File: src/rtl/lfsr_pkg.sv
// +-----------------------------------------------------------------+
// | lfsr_pkg : shared constants for the LFSR generator and readout   |
// | rev 1.0                                                          |
// +-----------------------------------------------------------------+
`default_nettype none

package lfsr_pkg;

  localparam logic [7:0] TAPS8 = 8'h1D;

  // Active-low {a,b,c,d,e,f,g,dp}; dp kept off in every entry
  localparam logic [7:0] SEG_HEX [16] = '{
    8'h03, 8'h9F, 8'h25, 8'h0D, 8'h99, 8'h49, 8'h41, 8'h1F,
    8'h01, 8'h09, 8'h11, 8'hC1, 8'h63, 8'h85, 8'h61, 8'h71
  };

endpackage

`default_nettype wire

File: src/rtl/hex7seg.sv
// +-----------------------------------------------------------------+
// | hex7seg : one nibble to active-low seven-segment pattern         |
// | rev 1.0                                                          |
// +-----------------------------------------------------------------+
`default_nettype none

module hex7seg
  import lfsr_pkg::*;
(
  input  logic [3:0] nib_i,
  output logic [7:0] seg_o
);

  assign seg_o = SEG_HEX[nib_i];

endmodule

`default_nettype wire

File: src/rtl/lfsr_gen.sv
// +-----------------------------------------------------------------+
// | lfsr_gen : Fibonacci LFSR with seed load, step mode, period      |
// |            measurement and hex seven-segment readout             |
// | rev 1.0                                                          |
// +-----------------------------------------------------------------+
`default_nettype none

module lfsr_gen
  import lfsr_pkg::*;
#(
  parameter  int               WIDTH  = 8,
  parameter  logic [WIDTH-1:0] TAPS   = WIDTH'(TAPS8),
  localparam int               DIGITS = (WIDTH + 3) / 4
) (
  input  logic                  clk,
  input  logic                  reset,
  input  logic [WIDTH-1:0]      seed,
  input  logic                  load,
  input  logic                  en,
  input  logic                  free_run,
  input  logic                  step,
  output logic [WIDTH-1:0]      value,
  output logic [8*DIGITS-1:0]   seg,
  output logic                  wrap,
  output logic [WIDTH-1:0]      period
);

  localparam logic [WIDTH-1:0] C_ONE     = WIDTH'(1);
  localparam logic [WIDTH-1:0] C_CNT_MAX = '1;

  logic [WIDTH-1:0] value_q, value_d;
  logic [WIDTH-1:0] seed_q, seed_d;
  logic [WIDTH-1:0] cnt_q, cnt_d;
  logic [WIDTH-1:0] period_q, period_d;
  logic             wrap_q, wrap_d;
  logic             step_q;

  logic [WIDTH-1:0] w_next;
  logic [WIDTH-1:0] w_seed_g;
  logic             w_adv;

  assign w_next   = {^(value_q & TAPS), value_q[WIDTH-1:1]};
  assign w_seed_g = (seed == '0) ? C_ONE : seed;
  assign w_adv    = en & (free_run | (step & ~step_q));

  always_comb begin
    value_d  = value_q;
    seed_d   = seed_q;
    cnt_d    = cnt_q;
    period_d = period_q;
    wrap_d   = 1'b0;
    if (reset) begin
      value_d  = w_seed_g;
      seed_d   = w_seed_g;
      cnt_d    = '0;
      period_d = '0;
    end else if (load) begin
      value_d = w_seed_g;
      seed_d  = w_seed_g;
      cnt_d   = '0;
    end else if (w_adv) begin
      value_d = w_next;
      if (w_next == seed_q) begin
        wrap_d = 1'b1;
        cnt_d  = '0;
        // A saturated count no longer holds a true length
        if (cnt_q != C_CNT_MAX) period_d = cnt_q + C_ONE;
      end else if (cnt_q != C_CNT_MAX) begin
        cnt_d = cnt_q + C_ONE;
      end
    end
  end

  // step_q samples through reset so a held button cannot fire on release
  always_ff @(posedge clk) begin
    value_q  <= value_d;
    seed_q   <= seed_d;
    cnt_q    <= cnt_d;
    period_q <= period_d;
    wrap_q   <= wrap_d;
    step_q   <= step;
  end

  assign value  = value_q;
  assign wrap   = wrap_q;
  assign period = period_q;

  logic [4*DIGITS-1:0] w_value_pad;
  assign w_value_pad = (4*DIGITS)'(value_q);

  for (genvar k = 0; k < DIGITS; k++) begin : g_digit
    hex7seg u_hex7seg (
      .nib_i (w_value_pad[4*k +: 4]),
      .seg_o (seg[8*k +: 8])
    );
  end

endmodule

`default_nettype wire

File: config.mk
export PLATFORM = sky130hd
export DESIGN_NAME = lfsr_gen
export DESIGN_NICKNAME = d
export VERILOG_FILES = /design/src/rtl/lfsr_pkg.sv /design/src/rtl/hex7seg.sv /design/src/rtl/lfsr_gen.sv
export SDC_FILE = /design/constraint.sdc
export NUM_CORES = 1
export LEC_CHECK = 0
export ABC_CLOCK_PERIOD_IN_PS = 2500
export BUFFER_PORTS_ARGS = -buffer_cell sky130_fd_sc_hd__buf_2
export CORE_MARGIN = 2
export CORE_UTILIZATION = 54
export DETAILED_ROUTE_END_ITERATION = 7
export PLACE_DENSITY = 0.79
export SKIP_LAST_GASP = 1
export SLEW_MARGIN = 20
export SYNTH_ARGS = -nofsm -noshare
export SYNTH_HDL_FRONTEND = slang
export SYNTH_HIERARCHICAL = 1
export SYNTH_SLANG_ARGS = --single-unit
File: constraint.sdc
create_clock -name clk -period 2.5 [get_ports clk]
set_input_delay 0.125 -clock clk [delete_from_list [all_inputs] [get_ports clk]]
set_output_delay 0.125 -clock clk [all_outputs]
set_load 0.02 [all_outputs]
[Yosys cells after proc, flatten, opt, wreduce, memory -nomap -nowiden]
Memory sizes are Yosys's and may differ from the RTL's.
Cells that the tools add are included.
Word-level totals
  flip-flop bits (word level): 34
  output and inout bits: 33
  memories kept: 2
  latch bits: 0
  word-level logic and storage cells: 43
  ROM bits: 256
  bits in writable memories: 0
Memory list
  (name not given): words 16, bits a word 8, rd ports 1, clocked after memory_dff 0, wr ports 0, RTL line hex7seg.sv:14  | assign seg_o = SEG_HEX[nib_i];
  (name not given): words 16, bits a word 8, rd ports 1, clocked after memory_dff 0, wr ports 0, RTL line hex7seg.sv:14
Operators by class
  shifts and indexed selects: 0
  magnitude comparators: 2
  multiplexer cells: 13
  reductions and logical operators: 9
  bitwise gates (word level): 8
  divide/modulo/power cells: 0
  multiply operators: 0
  add/subtract/negate cells: 1
  eq/ne operators: 2
Operators with widths (number)
  8-bit 2-to-1 mux: 12
  5-bit greater-or-equal comparator, second input constant: 2
  4-bit inverter with 5-bit output: 2
  8-bit by 1-bit adder with 8-bit output, second input constant: 1
  8-bit == test: 1
  8-bit zero test: 1
  8-bit inequality test, second input constant: 1
  8-bit XOR reduction: 1
  4-bit AND reduction: 1
  2-bit nonzero test: 2
  1-bit inverter: 3
  3-bit nonzero test: 1
  3-bit OR reduction: 1
  1-bit AND: 2
  2-bit AND reduction: 1
  2-bit OR reduction: 1
  1-bit 2-to-1 mux: 1
  1-bit bitwise OR: 1

[Longest topological paths before layout]
Gate-level depths: netlist of run 1.
  depth after elaboration: 7
  gate-level depth with buffers: 7
  depth with buffers taken out: 6

[Cells and area by module]
The synthesis of run 1 kept the hierarchy.
Modules (own cells, without submodules)
  lfsr_gen: seq. area each 840.8 µm², instances 1, area each 1611.5 µm², cells each 168
  hex7seg: seq. area each 0.0 µm², instances 2, area each 274.0 µm², cells each 33

[Worst setup path before layout of run 1]
No wires, ideal clock.
  kind: register to register
  start point: reg value_q[2], in the netlist value[2]
  end point: reg cnt_q[3]
  cell stages (with the launch flop): 7
  buffers on the path: 1
  library setup time: 78 ps
  clock period less this slack: 2177 ps
  setup slack: 323 ps
  arrival time: 2099 ps
  path through: edfxtp_1 xnor2_2 xnor3_1 and3_1 buf_6 or4_1 a31oi_1
On the way
  longest elaborated chain between the ends: 4
Ends and longest elaborated chain
  from (decl): RTL line lfsr_gen.sv:31  | logic [WIDTH-1:0] value_q, value_d;
  from (signal assigned): RTL line lfsr_gen.sv:76  | value_q <= value_d;
  8-bit XOR reduction: RTL line lfsr_gen.sv:42  | assign w_next = {^(value_q & TAPS), value_q[WIDTH-1:1]};
  8-bit == test *: RTL line lfsr_gen.sv:63  | if (w_next == seed_q) begin
  2-bit nonzero test (no line)
  2-bit AND reduction (no line)
  to (signal assigned): RTL line lfsr_gen.sv:78  | cnt_q <= cnt_d;
  to (decl): RTL line lfsr_gen.sv:33  | logic [WIDTH-1:0] cnt_q, cnt_d;
Every way passes the cells marked *; elsewhere a longest branch is shown, timed or not.
A chain may end at the register's enable or synchronous reset.

[Worst setup path in the final report of run 1]
  start point: reg value_q[4], in the netlist value[4]
  end point: out seg[12]
On the way
  longest elaborated chain between the ends: 4
Ends and longest elaborated chain
  4-bit inverter with 5-bit output (not written as such): RTL line hex7seg.sv:14
  memory read 16 x 8 bit
  8-bit 2-to-1 mux (not written as such) (2 in series): RTL line hex7seg.sv:14
  to (decl): RTL line lfsr_gen.sv:23  | output logic [8*DIGITS-1:0] seg,
No other way between the ends. The select of a mux whose other input is x is not followed.

==> results of run 1 <==
metal layers:
layer	share of wire (%)	vias to the layer above	global-route usage, %
met4	1.4	0	8.42
met1	44	861	28.9
met5	0	-	0
met2	50	55	37.3
li1	-	920	-
met3	4.4	7	3.67
logic make-up after synthesis:
group / Yosys count / share of synthesized area, %
XOR/XNOR: 17 / 7.88
adder cells (fa/ha/maj): 15 / 8.69
multiplexers: 13 / 7.59
AO/OA/AOI/OAI: 48 / 13.3
buffers and inverters: 28 / 6.31
other: 2 / 0.348
AND/OR/NAND/NOR: 77 / 17.0
flip-flops: 34 / 38.9
power groups by stage:
stage / registers, W / logic (W) / clock network, W
6_report: 0.000644 / 0.000399 / 0.000403
5_1_grt: 0.000649 / 0.000440 / 0.000437
4_1_cts: 0.000644 / 0.000401 / 0.000413
3_5_place_dp: 0.000657 / 0.000399 / 0
3_3_place_gp: 0.000655 / 0.000390 / 0
2_1_floorplan: 0.000680 / 0.000256 / 0
per-stage QoR:
step / cell area, sq um / total power [W]
5_1_grt: 2520 / 0.00153
3_5_place_dp: 2420 / 0.00106
3_3_place_gp: 2420 / 0.00104
4_1_cts: 2520 / 0.00146
2_1_floorplan: 2160 / 0.000937
6_report: 2520 / 0.00145
worst paths after layout:
path / from / to / depth (start not counted)
max: value[4] / seg[12] / 5
min: seed[2] / seed_q[2] / 1
max reg2reg: value[4] / cnt_q[0] / 5
min reg2reg: period[1] / period[1] / 2
registers in the layout, summed over array words and instances (netlist names):
signal and count:
wrap 1, seed_q 8, cnt_q 8, value 8, period 8, step_q 1
critical path, delay by kind of cell (launching register included):
family     cells  cell delay (ps)
fa+ha+maj      1              350
flops          1              570
buf+inv        3              400
mux            1              460
repair_timing:
action | CTS | global route
endpoints found under the setup margin | 0 | 0
hold buffers | 1 | 0
endpoints found under the hold margin | 1 | 0
synthesized netlist by cell type, types with 3 or more instances:
cell type	n
a311oi_1	6
nand2_1	30
xor2_1	10
mux2i_1	10
nor2_1	7
or3_1	6
nand3_1	14
inv_1	7
nor3_1	8
o21ai_0	17
xnor2_1	5
dfxtp_1	18
clkbuf_1	12
buf_6	3
a31oi_1	3
ha_1	15
edfxtp_1	16
nand2b_1	4
o211ai_1	3
a21oi_1	15
cell type report:
class,instances,area [sq um]
clock inverters,1,5.00
fillers,320,1220
well taps,48,60.1
flip-flops and latches,34,841
clock buffers,7,86.3
inverters,10,37.5
repair buffers,56,313
multi-input cells,172,1180
==> results.toml, run 1 <==
[status]
run_status = "completed"

[detailed_routing]
ant_nets = 0
drt_first_pass_iters = 4
drt_iter0_markers = 70
routed_wl_microns = 4530
route.vias.total = 1843
route.detailed.wl_per_inst_microns = 13.8
viasPerCell = 5.62
drc = 0

[synthesis]
syn_inst = 234
syn_area_per_cell_sq_um = 9.23
syn_nets = 263
ys.flop_type = "dfxtp_1"
postSynth.asyncResetShare_pct = 0
yosysSeqAreaShare_pct = 38.9
synthTopCellsByArea = "edfxtp_1 22%, dfxtp_1 17%, ha_1 8.7%"
synth_seq_cells = 34
synth_edf_count = 16
synth_cell_types = 38
yosys.area.top_type = "edfxtp_1"
syn-cell-area_sq_mm = 0.00216
synth_top_area_share_pct = 22.2
ys_warn_count = 6

[min_path]
hold_path_class = "input pin to flip-flop"

[critical_path]
crit_path_max_incr_delay_ps = 570
critPathKind = "flip-flop to primary output"
cpMaxStageDelayCell = "edfxtp_1"
cp-start-kind = "flip-flop"
critPathCaptureType = "primary output"
reg2reg_slack_ps = 440
path_cells = "inv_1 > ha_1 > inv_1 > mux4_1 > buf_2"
critical_path_required_ps = 2380
cp_common_cell = "inv_1"
crit_arrival_ps = 2050
critPathMaxFanout = 10

[finish]
fin_util_pct = 67.4
final_common_cell = "buf_2"
n_antenna_cell = 0
final_cells = 328
area_growth_syn_to_layout_pct = 16.9
drive_gt1_share_pct = 23.6
final_cell_mix = "44 x buf_2, 30 x nand2_1, 18 x dfxtp_1, 17 x o21ai_0, 16 x edfxtp_1"
num-nets-final = 308

[placement]
place_ws_ps = 462
gp_congestion = 0.847
place_hpwl_microns = 3450
dp.cells = 319
io_buffers = 44

[timing]
whs_ps = 58.1
tns_ps = 0
period_needed_ps = 2180
rsz0062_at_grt = "false"
fmax_mhz = 459
hold_violations = 0
fin_worst_skew_ps = 9.61
setup_viol = 0
drv_slew = 0
min_period_over_period_pct = 87.1
post-route-worst-setup-slack_ps = 322

[clock_tree]
clk_pin_slew_ps = 60
cts_sinks = 34
cts_buffers = 5
cts.path.max_buffers = 2
post_cts_buffers = 0
htree_levels = 2
cts-root-buf = "clkbuf_8"
cts_resized = 0
cts_tree = "yes"
clock_latency_ps = 280

[pwr]
seqPwrFrac_pct = 44.5
leakage_nw = 1.11
p_int_w = 0.000999
p_per_area_mw_per_mm2 = 573
vdd_ir_drop_max_uv = 425
switchingPower_w = 0.000447
p_comb_share_pct = 27.6
clkPwrFrac_pct = 27.9
switching_share_pct = 30.9

[global_route]
overflow = 0
grt_pass1_vias = 1622
grt_pass1_wl_microns = 7470
grt_max_degree = 16
antenna_found_initial = 0
grtUsageTotal_pct = 22.2

[floorplan]
die_area_sq_mm = 0.00452
die_w_microns = 67.2
coreArea_sq_mm = 0.00374
start_util_pct = 57.7
fp.dieH_microns = 67.2
row_count = 22
io_pins = 47

[flow_run]
cap_violations = 0
Power figures use the tool's default switching activity.
==> run 2, diff against run 1 <==
- ABC_CLOCK_PERIOD_IN_PS: 2500 -> 1850
- CORE_UTILIZATION: 54 -> 49
- PLACE_DENSITY: 0.79 -> 0.76
- clock period: 2.5 -> 1.85 ns (I/O delays scaled with it)
==> results.toml, run 2 (synthesis gave the netlist of run 1 again) <==
[global_route]
antenna_found_initial = 0
grt_pass1_vias = 1836
grt_max_degree = 16
grtUsageTotal_pct = 21.2
grt_pass1_wl_microns = 8310
overflow = 0

[flow_run]
cap_violations = 0

[placement]
dp.cells = 331
place_ws_ps = -67.9
io_buffers = 44
place_hpwl_microns = 3570
gp_congestion = 0.799

[min_path]
hold_path_depth = 1
min_to = "seed_q[2]"
hold_path_class = "input pin to flip-flop"
min_from = "seed[2]"

[floorplan]
die_area_sq_mm = 0.00495
io_pins = 47
coreArea_sq_mm = 0.00429
die_w_microns = 70.4
fp.dieH_microns = 70.4
start_util_pct = 50.3
row_count = 24

[critical_path]
worst_r2r_startpoint = "value[0]"
critPathMaxFanout = 4
critPathCaptureType = "primary output"
critical_path_required_ps = 1760
worst-r2r-cell-count = 6
reg2reg_slack_ps = 10
cp_common_cell = "buf_6"
crit_path_max_incr_delay_ps = 450
reg2reg_to = "cnt_q[0]"
cp-start-kind = "flip-flop"
crit_buf_inv = 4
crit_arrival_ps = 1820
path_cells = "buf_6 > clkinvlp_4 > ha_4 > inv_2 > mux4_2 > buf_6"
critPathKind = "flip-flop to primary output"
cpLargestDelayFamily = "multiplexers"
cpMaxStageDelayCell = "mux4_2"

[timing]
hold_violations = 0
fin_worst_skew_ps = 3.02
fmax_mhz = 523
drv_slew = 0
setup_viol = 1
rsz0062_at_grt = "true"
period_needed_ps = 1910
post-route-worst-setup-slack_ps = -63.2
min_period_over_period_pct = 103

[detailed_routing]
viasPerCell = 5.42
route.detailed.wl_per_inst_microns = 14.5
wl_met2_microns = 2700
drc = 0
ant_nets = 0
drt_first_pass_iters = 4
routed_wl_microns = 5150
drt_iter0_markers = 68
route.met3.wl_microns = 212
dr.max_layer_used = "met4"
met1Wirelength_microns = 2130
route.vias.total = 1925

[clock_tree]
clk_pin_slew_ps = 70
clock_latency_ps = 280
cts_tree = "yes"
htree_levels = 2
cts-root-buf = "clkbuf_8"
cts_sinks = 34
cts_buffers = 5
cts.path.max_buffers = 2

[finish]
final_common_cell = "buf_2"
num-nets-final = 331
drive_gt1_share_pct = 36.6
area_growth_syn_to_layout_pct = 33.8
n_antenna_cell = 0
final_cell_mix = "40 x buf_2, 30 x nand2_1, 27 x buf_4, 18 x dfxtp_1, 16 x edfxtp_1"
final_cells = 355

[status]
run_status = "complete, but fails checks"
violations = "negative setup slack"

[pwr]
vdd_ir_drop_max_uv = 498
leakage_nw = 1.23
p_per_area_mw_per_mm2 = 732
[run 2: worst register-to-register path: stages, from the launching register on]
cell	delay, ps
edfxtp_1	420
buf_6	160
xnor2_4	140
xnor3_1	340
and3_4	190
or4_1	390
a31oi_1	130
[run 2: worst max-delay path by stage]
stage              from         to  cells after the start
2_1_floorplan  value[4]   cnt_q[0]                      6
3_3_place_gp   value[3]  period[5]                      7
3_5_place_dp   value[1]  period[3]                      6
4_1_cts        value[5]    seg[12]                      6
5_1_grt        value[5]    seg[12]                      6
6_report       value[5]    seg[12]                      6
[run 2: layout make-up]
type | instances | area, sq um
Sequential cell | 34 | 841
Clock buffer | 7 | 86.3
Multi-Input combinational cell | 172 | 1280
Inverter | 10 | 53.8
Clock inverter | 1 | 5.00
Tap cell | 52 | 65.1
Fill cell | 336 | 1410
Timing Repair Buffer | 79 | 554
[run 2: stage by stage]
step	instance area, sq um	hold slack (ps)	total power [W]	utilization (%)	TNS, ps
3_3_place_gp	2500	205	0.00142	58.1	0
5_1_grt	2890	13.4	0.00222	67.3	-727
3_5_place_dp	2500	210	0.00144	58.1	-363
2_1_floorplan	2170	120	0.00127	-	-761
6_report	2890	20.5	0.00211	67.3	-63.2
4_1_cts	2760	10.8	0.00210	64.3	-77.7
[run 2: layer usage]
layer | vias to the layer above | global-route usage, %
met2 | 51 | 37.2
met4 | 0 | 7.91
met3 | 9 | 4.18
met1 | 905 | 25.5
met5 | - | 0
li1 | 960 | -
[run 2: what timing repair did]
action | 4_1_cts | 5_1_grt
gates cloned | 0 | 1
setup buffers | 11 | 3
pin swaps | 5 | 10
endpoints found under the setup margin | 11 | 14
resized for setup | 23 | 23
hold buffers | 1 | 0
hold endpoints to repair | 1 | 0
[run 2: power by group]
| part | switching (W) | internal [W] |
|---|---|---|
| registers | 0.0000233 | 0.000833 |
| logic | 0.000389 | 0.000318 |
| clock network | 0.000252 | 0.000300 |
| total | 0.000664 | 0.00145 |
